[src/rtl/ws2812_pkg.sv]
// ws2812_pkg: shared state encoding and default WS2812 timing for the LED string blocks.
package ws2812_pkg;

    typedef enum logic [1:0] {IDLE, HIGH, LOW} enc_state_t;

    localparam int CLK_MHZ = 200;

    // Nanosecond targets scaled to clock cycles.
    localparam int T0H_DEF = CLK_MHZ * 400 / 1000;
    localparam int T0L_DEF = CLK_MHZ * 850 / 1000;
    localparam int T1H_DEF = CLK_MHZ * 800 / 1000;
    localparam int T1L_DEF = CLK_MHZ * 450 / 1000;

    // Latch gap the controller leaves between frames (50 us).
    localparam int RST_CODE_CNT = CLK_MHZ * 50;

    function automatic int max4(input int a, input int b, input int c, input int d);
        int m;
        m = a > b ? a : b;
        m = m > c ? m : c;
        return m > d ? m : d;
    endfunction

endpackage

[src/rtl/ws2812_enc_if.sv]
// ws2812_enc_if: bit handshake and LED line between frame controller and encoder.
interface ws2812_enc_if;

    logic bit_rdy_in;
    logic bit_data_in;
    logic err_clr_in;
    logic bit_done_out;
    logic busy_out;
    logic err_ovf_out;
    logic ws2812_dout_out;

    modport master (
        output bit_rdy_in, bit_data_in, err_clr_in,
        input  bit_done_out, busy_out, err_ovf_out, ws2812_dout_out
    );

    modport slave (
        input  bit_rdy_in, bit_data_in, err_clr_in,
        output bit_done_out, busy_out, err_ovf_out, ws2812_dout_out
    );

endinterface

[src/rtl/ws2812_enc.sv]
// ws2812_enc: NRZ bit encoder for WS2812 strings with a one-entry hold register.
module ws2812_enc
    import ws2812_pkg::*;
#(
    parameter int T0H_CNT = T0H_DEF,
    parameter int T0L_CNT = T0L_DEF,
    parameter int T1H_CNT = T1H_DEF,
    parameter int T1L_CNT = T1L_DEF
) (
    input logic clk_in,
    input logic rst_in,
    ws2812_enc_if.slave bus
);

    localparam int CW = $clog2(max4(T0H_CNT, T0L_CNT, T1H_CNT, T1L_CNT));
    localparam logic [CW-1:0] T0H_M1 = CW'(T0H_CNT - 1);
    localparam logic [CW-1:0] T0L_M1 = CW'(T0L_CNT - 1);
    localparam logic [CW-1:0] T1H_M1 = CW'(T1H_CNT - 1);
    localparam logic [CW-1:0] T1L_M1 = CW'(T1L_CNT - 1);

    if (T0H_CNT < 2 || T0L_CNT < 2 || T1H_CNT < 2 || T1L_CNT < 2) begin : g_bad_cnt
        $error("ws2812_enc: every phase count must be at least 2");
    end

    enc_state_t state;
    logic [CW-1:0] cnt;
    logic cur_bit;
    logic hold_bit;
    logic hold_v;
    logic last_low;
    logic cap;
    logic ovf_set;

    assign last_low = state == LOW && cnt == '0;
    // The reload cycle frees the hold slot too late to take a new bit.
    assign cap = bus.bit_rdy_in && !hold_v && (state == HIGH || (state == LOW && cnt != '0));
    assign ovf_set = bus.bit_rdy_in && state != IDLE && hold_v;

    always_ff @(posedge clk_in or posedge rst_in) begin
        if (rst_in) begin
            state <= IDLE;
            cnt <= '0;
            cur_bit <= 1'b0;
            hold_bit <= 1'b0;
            hold_v <= 1'b0;
        end else begin
            case (state)
                IDLE: if (bus.bit_rdy_in) begin
                    cur_bit <= bus.bit_data_in;
                    cnt <= bus.bit_data_in ? T1H_M1 : T0H_M1;
                    state <= HIGH;
                end
                HIGH: if (cnt == '0) begin
                    cnt <= cur_bit ? T1L_M1 : T0L_M1;
                    state <= LOW;
                end else begin
                    cnt <= cnt - 1'b1;
                end
                LOW: if (cnt != '0) begin
                    cnt <= cnt - 1'b1;
                end else if (hold_v) begin
                    cur_bit <= hold_bit;
                    hold_v <= 1'b0;
                    cnt <= hold_bit ? T1H_M1 : T0H_M1;
                    state <= HIGH;
                end else if (bus.bit_rdy_in) begin
                    cur_bit <= bus.bit_data_in;
                    cnt <= bus.bit_data_in ? T1H_M1 : T0H_M1;
                    state <= HIGH;
                end else begin
                    state <= IDLE;
                end
                default: state <= IDLE;
            endcase
            if (cap) begin
                hold_bit <= bus.bit_data_in;
                hold_v <= 1'b1;
            end
        end
    end

    always_ff @(posedge clk_in or posedge rst_in) begin
        if (rst_in) begin
            bus.ws2812_dout_out <= 1'b0;
            bus.bit_done_out <= 1'b0;
            bus.busy_out <= 1'b0;
            bus.err_ovf_out <= 1'b0;
        end else begin
            bus.ws2812_dout_out <= state == HIGH;
            bus.bit_done_out <= last_low;
            bus.busy_out <= state != IDLE || hold_v;
            bus.err_ovf_out <= ovf_set || (bus.err_ovf_out && !bus.err_clr_in);
        end
    end

endmodule

[src/flat_wrapper.sv]
// flat-port wrapper written by rule: the top's interface ports become plain ports
module ws2812_enc_flat import ws2812_pkg::*;
#(
    parameter int T0H_CNT = T0H_DEF,
    parameter int T0L_CNT = T0L_DEF,
    parameter int T1H_CNT = T1H_DEF,
    parameter int T1L_CNT = T1L_DEF
)
  (clk_in, rst_in, bus_bit_rdy_in, bus_bit_data_in, bus_err_clr_in, bus_bit_done_out, bus_busy_out, bus_err_ovf_out, bus_ws2812_dout_out);
  ws2812_enc_if bus_i ();
  input logic clk_in;
  input logic rst_in;
  input wire logic [$bits(bus_i.bit_rdy_in)-1:0] bus_bit_rdy_in;
  input wire logic [$bits(bus_i.bit_data_in)-1:0] bus_bit_data_in;
  input wire logic [$bits(bus_i.err_clr_in)-1:0] bus_err_clr_in;
  output wire logic [$bits(bus_i.bit_done_out)-1:0] bus_bit_done_out;
  output wire logic [$bits(bus_i.busy_out)-1:0] bus_busy_out;
  output wire logic [$bits(bus_i.err_ovf_out)-1:0] bus_err_ovf_out;
  output wire logic [$bits(bus_i.ws2812_dout_out)-1:0] bus_ws2812_dout_out;
  assign bus_i.bit_rdy_in = bus_bit_rdy_in;
  assign bus_i.bit_data_in = bus_bit_data_in;
  assign bus_i.err_clr_in = bus_err_clr_in;
  assign bus_bit_done_out = bus_i.bit_done_out;
  assign bus_busy_out = bus_i.busy_out;
  assign bus_err_ovf_out = bus_i.err_ovf_out;
  assign bus_ws2812_dout_out = bus_i.ws2812_dout_out;
  ws2812_enc #(.T0H_CNT(T0H_CNT), .T0L_CNT(T0L_CNT), .T1H_CNT(T1H_CNT), .T1L_CNT(T1L_CNT)) u_core (.clk_in(clk_in), .rst_in(rst_in), .bus(bus_i));
endmodule
[config.mk]
export PLATFORM = sky130hd
export DESIGN_NAME = ws2812_enc_flat
export DESIGN_NICKNAME = d
export VERILOG_FILES = /design/src/rtl/ws2812_pkg.sv /design/src/rtl/ws2812_enc_if.sv /design/src/rtl/ws2812_enc.sv /design/src/flat_wrapper.sv
export SDC_FILE = /design/constraint.sdc
export NUM_CORES = 1
export LEC_CHECK = 0
export CORE_UTILIZATION = 57
export CTS_CLUSTER_SIZE = 8
export DETAILED_ROUTE_END_ITERATION = 10
export PLACE_DENSITY = 0.8
export SLEW_MARGIN = 15
export SYNTH_ARGS = -nofsm -noshare
export SYNTH_HDL_FRONTEND = slang
export SYNTH_SLANG_ARGS = --single-unit
[constraint.sdc]
create_clock -name clk_in -period 2.3 [get_ports clk_in]
set_input_delay 0.23 -clock clk_in [delete_from_list [all_inputs] [get_ports clk_in]]
set_output_delay 0.23 -clock clk_in [all_outputs]
set_load 0.02 [all_outputs]
==> results of run 1 <==
==> synthesized netlist by cell type, types with 2 or more instances <==
| library cell | count |
|---|---|
| clkbuf_1 | 4 |
| a31oi_1 | 4 |
| nand2b_1 | 3 |
| dfrtp_1 | 17 |
| o31ai_1 | 3 |
| a211oi_1 | 2 |
| ha_1 | 7 |
| nand2_1 | 4 |
| buf_6 | 2 |
| o21ai_1 | 3 |
| a21oi_1 | 11 |
| nor2_1 | 12 |
| nor2b_1 | 3 |
| a41oi_1 | 2 |
| a2bb2oi_1 | 2 |
| mux2i_1 | 2 |
| nor4_1 | 5 |
| xnor2_1 | 2 |
| o21ai_0 | 8 |
| inv_1 | 16 |
| or2_2 | 2 |
==> layer usage <==
metal / GRT usage (%) / wire [um] / up-vias
li1: - / - / 532
met5: 0 / 0 / -
met3: 3.43 / 202 / 8
met4: 10.8 / 55 / 0
met2: 40.0 / 1320 / 52
met1: 36.2 / 1230 / 513
==> worst reg2reg max path: cells and delay by family (launching register included) <==
family	cells	cell delay [ns]
compound gates	3	0.49
buf+inv	1	0.26
flops	1	0.51
simple gates	1	0.54
==> logic make-up (layout without fill, tap and decap cells) <==
kind of cell | count (synthesis) | count (layout)
AND/OR/NAND/NOR | 37 | 37
flip-flops | 17 | 17
adder cells (fa/ha/maj) | 7 | 7
AO/OA/AOI/OAI | 52 | 52
buffers and inverters | 23 | 33
XOR/XNOR | 2 | 2
multiplexers | 3 | 3
==> flip-flops by register name (all words and copies together), names as in the netlist <==
signal and cells:
u_core.cnt 8, u_core.hold_bit 1, u_core.hold_v 1, u_core.bus.bit_done_out 1, u_core.cur_bit 1, u_core.bus.err_ovf_out 1
u_core.bus.ws2812_dout_out 1, u_core.state 2, u_core.bus.busy_out 1
==> final timing paths <==
path / end / slack [ns] / depth (start not counted)
worst min register to register: u_core.bus.err_ovf_out / 0.54 / 2
max in group asynchronous: u_core.state[0] / 1.57 / 2
worst min-delay path: u_core.cnt[4] / 0.31 / 2
worst max-delay path: u_core.cnt[4] / 0.39 / 5
min in group clk_in: u_core.bus.err_ovf_out / 0.51 / 2
worst max register to register: u_core.cnt[4] / 0.39 / 5
==> placed cells by master, fill, tap and decap left out, types with 2 or more instances in the layout <==
| cell type | instances |
|---|---|
| inv_1 | 16 |
| nor2_1 | 12 |
| nor4_1 | 5 |
| ha_1 | 7 |
| a211oi_1 | 2 |
| o21ai_0 | 8 |
| a41oi_1 | 2 |
| dfrtp_1 | 17 |
| nand2_1 | 4 |
| a21oi_1 | 11 |
| nand2b_1 | 3 |
| buf_4 | 5 |
| o21ai_1 | 3 |
| nor2b_1 | 3 |
| a31oi_1 | 4 |
| a2bb2oi_1 | 2 |
| clkbuf_4 | 3 |
| xnor2_1 | 2 |
| or2_2 | 2 |
| o31ai_1 | 3 |
| mux2i_1 | 2 |
| clkdlybuf4s50_1 | 8 |
==> stage by stage <==
step / worst slack (ns) / utilization, % / area (um2)
final: 0.394 / 69.4 / 1400
after global placement: 0.492 / 68.0 / 1380
after CTS: 0.428 / 69.4 / 1400
after global routing: 0.251 / 69.4 / 1400
after detailed placement: 0.451 / 68.0 / 1380
after floorplan: 0.514 / - / 1270
==> where the power goes <==
group | leakage (nW) | switching, mW | internal, mW
registers | 0.205 | 0.134 | 0.402
logic | 0.373 | 0.527 | 0.395
clock network | 0.0177 | 0.0983 | 0.0649
==> area by class of cell <==
class | count | area, um2 | area share (%)
multi-input cells | 101 | 738 | 52.6
flip-flops and latches | 17 | 425 | 30.3
repair buffers | 13 | 118 | 8.39
inverters | 16 | 60.1 | 4.28
well taps | 27 | 33.8 | 2.41
clock buffers | 3 | 22.5 | 1.61
clock inverters | 1 | 5.00 | 0.357
==> results.cfg, run 1 <==
[sta]
slew_headroom_pct = 56.5
grt_setup_unrepaired = false
fmax_mhz = 525
period_needed_ns = 1.91
skew_ns = 0.00537
worst_pin_slew_ns = 0.651
drv_slew = 0
final-hold-violation-count = 0
hold_slack_ns = 0.306
setup_viol = 0
final.period_utilization_pct = 82.9
finalSetupTns_ns = 0

[clocking]
clk-insertion-delay-late_ns = 0.30
post_cts_buffers = 0
clock_sinks = 17
htree_levels = 1
numCtsBuffers = 3
cts_tree = built
cts-root-buf = clkbuf_4
clockBufferDepth = 2
holdBufCountCts = 0
path_clk_slew_ns = 0.10
cts_resized = 0

[outcome]
status = complete, no violations

[placement]
io_buffers = 8
dp_hpwl_mm = 2.09
place_congestion = 0.954
place_inst = 174

[synthesis]
synth_simple_gate_area_share_pct = 18.5
yosys_most_used_dff = dfrtp_1
synth_cells = 141
synth.net_count = 153
ys_seq_area_share_pct = 33.6
synth_top_family_by_area = compound AO/OA/AOI/OAI gates
ys_types = 48
synth_compound_area_share_pct = 29.1
yosys_warnings = 0
synthAdderAreaFrac_pct = 6.92
synth_edf_count = 0
ys_ff_latch = 17
synth_xor_area_share_pct = 1.38
yosysTopAreaCellShare_pct = 33.6
synthMuxAreaShare_pct = 2.47
synth.area.top_cells = dfrtp_1 34%, ha_1 6.9%, inv_1 4.7%, a21oi_1 4.3%, nor2_1 3.6%
yosys.area.top_type = dfrtp_1
synth_area_um2 = 1270
ys_async_sr_fraction_pct = 100
syn-mean-instance-area_um2 = 8.98

[finish]
antennaDiodeCount = 0
drive_gt1_share_pct = 13.2
area_growth_pct = 10.8
finalNonFillerCells = 178
fill_cells = 157
nets = 164

[worst_setup_path]
required_ns = 2.48
path_cells = nor4_4, buf_4, a31oi_1, a211oi_1, o31ai_1
cp-start-kind = flop
r2r_start = u_core.cnt[2]
crit_type = reg2reg
cp_max_fo = 9
cpPeakStageDelay_ns = 0.54
critPathBufInv = 1
critPathTopFamily = simple AND/OR/NAND/NOR gates
arrival_ns = 2.08
critPathSlowestCell = nor4_4
worstSetupEndpointType = flop
startpoint = u_core.cnt[2]

[global_routing]
antenna_found_initial = 0
grt-ovfl-total = 0
grt_first_pass_wirelength_mm = 4.72
grt_pass1_vias = 1003
grt_usage_pct = 25.9
grt_max_degree = 18

[power_and_ir_drop]
power.total_mw = 1.62
power.density_nw_per_um2 = 1160
p_leak_nw = 0.596
worst_ir_drop_vdd_mv = 0.778

[drt]
via_per_inst = 6.21
drt-initial-drc-count = 51
wirelength_mm = 2.80
drcViolationCount = 0
vias = 1105
routedWlPerCell_um = 15.7
drtPass1Iterations = 4
drt.antenna.violating_nets = 0

[floorplan]
core_um2 = 2020
die_y_um = 49.1
die_width_um = 49.1
design.die.area_um2 = 2410
rows = 16
io_pins = 9
start_util_pct = 62.6

[hold_path]
hp-class = in2async

[run]
drv_cap = 0
Note: power is estimated with default switching activity, not from simulation.
==> run 2: changes to the inputs <==
- clock period: 2.3 -> 1.98 ns (I/O delays scaled with it)
==> results.cfg, run 2 (same netlist as run 1, synthesis figures left out) <==
[sta]
final.period_utilization_pct = 97.3
skew_ns = 0.00156
worst_pin_slew_ns = 0.676
period_needed_ns = 1.93
setup_viol = 0
finalWorstSetupSlack_ns = 0.0534
slew_headroom_pct = 54.9
fmax_mhz = 519
grt_setup_unrepaired = true
final-hold-violation-count = 0
drv_slew = 0

[floorplan]
rows = 16
io_pins = 9
design.die.area_um2 = 2410
die_width_um = 49.1
core_um2 = 2020
start_util_pct = 62.6
die_y_um = 49.1

[worst_setup_path]
r2r_start = u_core.state[1]
critPathBufInv = 1
worstSetupEndpointType = flop
critPathTopFamily = compound AO/OA/AOI/OAI gates
path_cells = inv_1, ha_1, nand2b_1, a31oi_1, o2bb2ai_1, o211a_1
cp-start-kind = flop
rr_worst_depth = 6
required_ns = 2.19
reg2reg_to = u_core.cnt[2]
critPathSlowestCell = dfrtp_1
cp_max_fo = 11
arrival_ns = 2.13
cpPeakStageDelay_ns = 0.44
timing.reg2reg.setup_slack_ns = 0.05
crit_type = reg2reg

[run]
drv_cap = 0

[clocking]
clockBufferDepth = 2
htree_levels = 1
cts_tree = built
numCtsBuffers = 3
holdBufCountCts = 0
clk-insertion-delay-late_ns = 0.30
path_clk_slew_ns = 0.10
clock_sinks = 17
cts-root-buf = clkbuf_4

[finish]
reg.largest.list = u_core.cnt (8), u_core.state (2)
fill_cells = 153
largest_register_ffs = 8
nets = 172
multiInputGateArea_um2 = 738
final_common_cell = dfrtp_1
top_register = u_core.cnt
finalNonFillerCells = 186
area_growth_pct = 15.5
drive_gt1_share_pct = 17.6
seqCellArea_um2 = 425
layout_common_cells = 17 x dfrtp_1, 16 x inv_1, 13 x buf_4
antennaDiodeCount = 0

[placement]
place_congestion = 0.898
io_buffers = 8
post-place-ws_ns = 0.0988
dp_hpwl_mm = 2.37
place_inst = 180

[global_routing]
grt_first_pass_wirelength_mm = 5.36
grt-ovfl-total = 0
grt_pass1_vias = 1156
antenna_found_initial = 0
grt_max_degree = 18
grt_usage_pct = 29.5

[drt]
wirelength_mm = 3.15
drtPass1Iterations = 4
vias = 1194
drt.antenna.violating_nets = 0
routedWlPerCell_um = 16.9
drcViolationCount = 0
drt-initial-drc-count = 62
via_per_inst = 6.42

[power_and_ir_drop]
power.density_nw_per_um2 = 1350
worst_ir_drop_vdd_mv = 0.715
p_leak_nw = 0.637

[hold_path]
hp-class = in2async

[outcome]
status = complete, no violations
## run 2: changes by cell type in the layout (fill, tap and decap cells not counted)
cell,delta
buf_4,+8
## run 2: power by group
part | total [mW] | switching, mW | internal [mW]
Clock | 0.198 | 0.122 | 0.0755
Combinational | 1.17 | 0.668 | 0.501
Sequential | 0.604 | 0.137 | 0.467
Total | 1.97 | 0.927 | 1.04
## run 2: metrics by stage
step / utilization [%] / total power, mW / cell area (um2) / hold WS, ns / TNS, ns
after global routing: 72.3 / 2.10 / 1460 / 0.340 / -0.0176
after CTS: 71.6 / 1.94 / 1450 / 0.310 / 0
after floorplan: - / 1.43 / 1270 / 0.124 / 0
after detailed placement: 70.2 / 1.73 / 1420 / 0.522 / 0
final: 72.3 / 1.97 / 1460 / 0.284 / 0
after global placement: 70.2 / 1.68 / 1420 / 0.524 / 0
## run 2: area by class of cell
cell class	instances	area share [%]
multi-input cells	101	50.5
repair buffers	21	12.1
flip-flops and latches	17	29.1
inverters	16	4.11
clock buffers	3	1.54
well taps	27	2.31
clock inverters	1	0.342
## run 2: worst max path at each step
| stage | startpoint | end | depth (start not counted) |
|---|---|---|---|
| floorplan | u_core.cnt[0] | u_core.hold_bit | 6 |
| detailed placement | u_core.cnt[0] | u_core.hold_bit | 6 |
| CTS | u_core.cnt[0] | u_core.hold_bit | 6 |
| global placement | u_core.state[0] | u_core.cnt[2] | 6 |
| finish | u_core.state[1] | u_core.cnt[2] | 6 |
| global route | u_core.state[0] | u_core.cnt[1] | 5 |
## run 2: layer usage
| metal | global-route usage (%) | wire, um | vias up |
|---|---|---|---|
| met3 | 4.05 | 247 | 11 |
| met4 | 12.7 | 87 | 0 |
| met5 | 0 | 0 | - |
| met2 | 47.5 | 1540 | 62 |
| li1 | - | - | 554 |
| met1 | 39.4 | 1280 | 567 |
## run 2: repair_timing
action	CTS	global route
endpoints found under the setup margin	0	5
setup buffers	0	2
resized for setup	0	0
==> run 3: changes to the inputs <==
- CORE_UTILIZATION: 57 -> 60
- CTS_CLUSTER_DIAMETER: not set -> 30
- DONT_BUFFER_PORTS: not set -> 1
- PLACE_DENSITY: 0.8 -> 0.78
==> results.cfg, run 3 (same netlist as run 1, synthesis figures left out) <==
[finish]
area_growth_pct = 7.11
antennaDiodeCount = 0
drive_gt1_share_pct = 14.3
reg.largest.list = u_core.cnt (8), u_core.state (2)
final_common_cell = dfrtp_1
nets = 160
layout_common_cells = 17 x dfrtp_1, 16 x inv_1, 12 x nor2_1
largest_register_ffs = 8
top_register = u_core.cnt

[power_and_ir_drop]
power.density_nw_per_um2 = 1370
p_leak_nw = 0.581
worst_ir_drop_vdd_mv = 0.919

[worst_setup_path]
critPathSlowestCell = dfrtp_1
arrival_ns = 2.10
crit_type = reg2reg
cp-start-kind = flop
cp_max_fo = 8
path_cells = inv_1, ha_1, nor3b_4, buf_4, and2_2, nor4_1, o22a_1
rr_worst_depth = 7
required_ns = 2.23
cpPeakStageDelay_ns = 0.40
worstSetupEndpointType = flop

[sta]
period_needed_ns = 1.86
finalSetupTns_ns = 0
final-hold-violation-count = 0
finalWorstSetupSlack_ns = 0.124
setup_viol = 0
grt_setup_unrepaired = false
fmax_mhz = 539
worst_pin_slew_ns = 0.659
drv_slew = 0
slew_headroom_pct = 56.0
final.period_utilization_pct = 93.7
skew_ns = 0.00267

[clocking]
cts_resized = 0
clockBufferDepth = 2
cts-root-buf = clkbuf_4
clock_sinks = 17
path_clk_slew_ns = 0.10
cts_tree = built
htree_levels = 1
clk-insertion-delay-late_ns = 0.30
numCtsBuffers = 3

[placement]
post-place-ws_ns = 0.173
dp_hpwl_mm = 2.07
place_congestion = 0.969
io_buffers = 0

[outcome]
status = complete, no violations

[global_routing]
grt-ovfl-total = 0
grt_first_pass_wirelength_mm = 4.38
grt_pass1_vias = 961
grt_max_degree = 18
antenna_found_initial = 0
grt_usage_pct = 27.4

[floorplan]
core_um2 = 1980
die_y_um = 47.9
die_width_um = 47.9
rows = 16
start_util_pct = 63.9
io_pins = 9
design.die.area_um2 = 2300

[drt]
vias = 1118
drt.antenna.violating_nets = 0
routedWlPerCell_um = 16.4
drcViolationCount = 0
via_per_inst = 6.43
drtPass1Iterations = 4
drt-initial-drc-count = 42
wirelength_mm = 2.86

[hold_path]
hp-class = in2reg
whs_path_depth = 2

[run]
drv_cap = 0
==> run 3: cell types whose count changed in the layout (fill, tap and decap cells not counted), sizes merged <==
cell,before,now
clkinv,1,0
dlygate4sd3,0,2
buf,13,7
clkbuf,3,4
clkdlybuf4s50,8,0
==> run 3: repair_timing <==
| action | 4_1_cts | 5_1_grt |
|---|---|---|
| setup buffers | 0 | 0 |
| endpoints found under the hold margin | 18 | 0 |
| hold buffers | 2 | 0 |
==> run 3: path summary, 6_finish.rpt <==
kind / end / slack [ns] / start
worst max-delay path: u_core.cnt[1] / 0.12 / u_core.cnt[0]
worst min-delay path: u_core.bus.err_ovf_out / 0.04 / bus_bit_rdy_in
worst max register to register: u_core.cnt[1] / 0.12 / u_core.cnt[0]
worst min register to register: u_core.hold_bit / 0.56 / u_core.hold_bit
max in group asynchronous: u_core.cnt[6] / 1.14 / rst_in
min in group asynchronous: u_core.bus.err_ovf_out / 0.42 / rst_in
==> run 3: metal layers <==
| layer | GRT usage (%) | share of wire (%) | wire, um |
|---|---|---|---|
| met1 | 36.7 | 44 | 1260 |
| met2 | 46.8 | 50 | 1430 |
| met3 | 2.26 | 4.0 | 115 |
| met4 | 8.33 | 1.6 | 46 |
| met5 | 0 | 0 | 0 |
==> run 3: report_power, final <==
group,switching [mW],internal [mW]
clock,0.111,0.0787
combinational,0.598,0.440
sequential,0.162,0.467
==> run 3: cell type report <==
class                      instances  area (um2)
tap                               27        33.8
multi-input combinational        101         738
timing repair buffer               9        72.6
clock buffer                       4        26.3
fill                             161         626
sequential                        17         425
inverter                          16        60.1
==> run 3: metrics by stage <==
| step | hold slack [ns] | instance area, um2 | std cells | power, mW | utilization [%] |
|---|---|---|---|---|---|
| floorplan | 0.124 | 1270 | 141 | 1.43 | - |
| global placement | 0.197 | 1310 | 168 | 1.62 | 66.1 |
| detailed placement | 0.207 | 1310 | 168 | 1.65 | 66.1 |
| CTS | 0.00987 | 1360 | 174 | 1.85 | 68.4 |
| global route | 0.0492 | 1360 | 174 | 1.99 | 68.4 |
| finish | 0.0419 | 1360 | 174 | 1.86 | 68.4 |
==> run 3: worst max-delay path, delay by kind of cell (launching register included) <==
kind | cells | cell delay, ns
fa+ha+maj | 1 | 0.22
flops | 1 | 0.40
compound gates | 1 | 0.20
buf+inv | 2 | 0.28
simple gates | 3 | 0.71
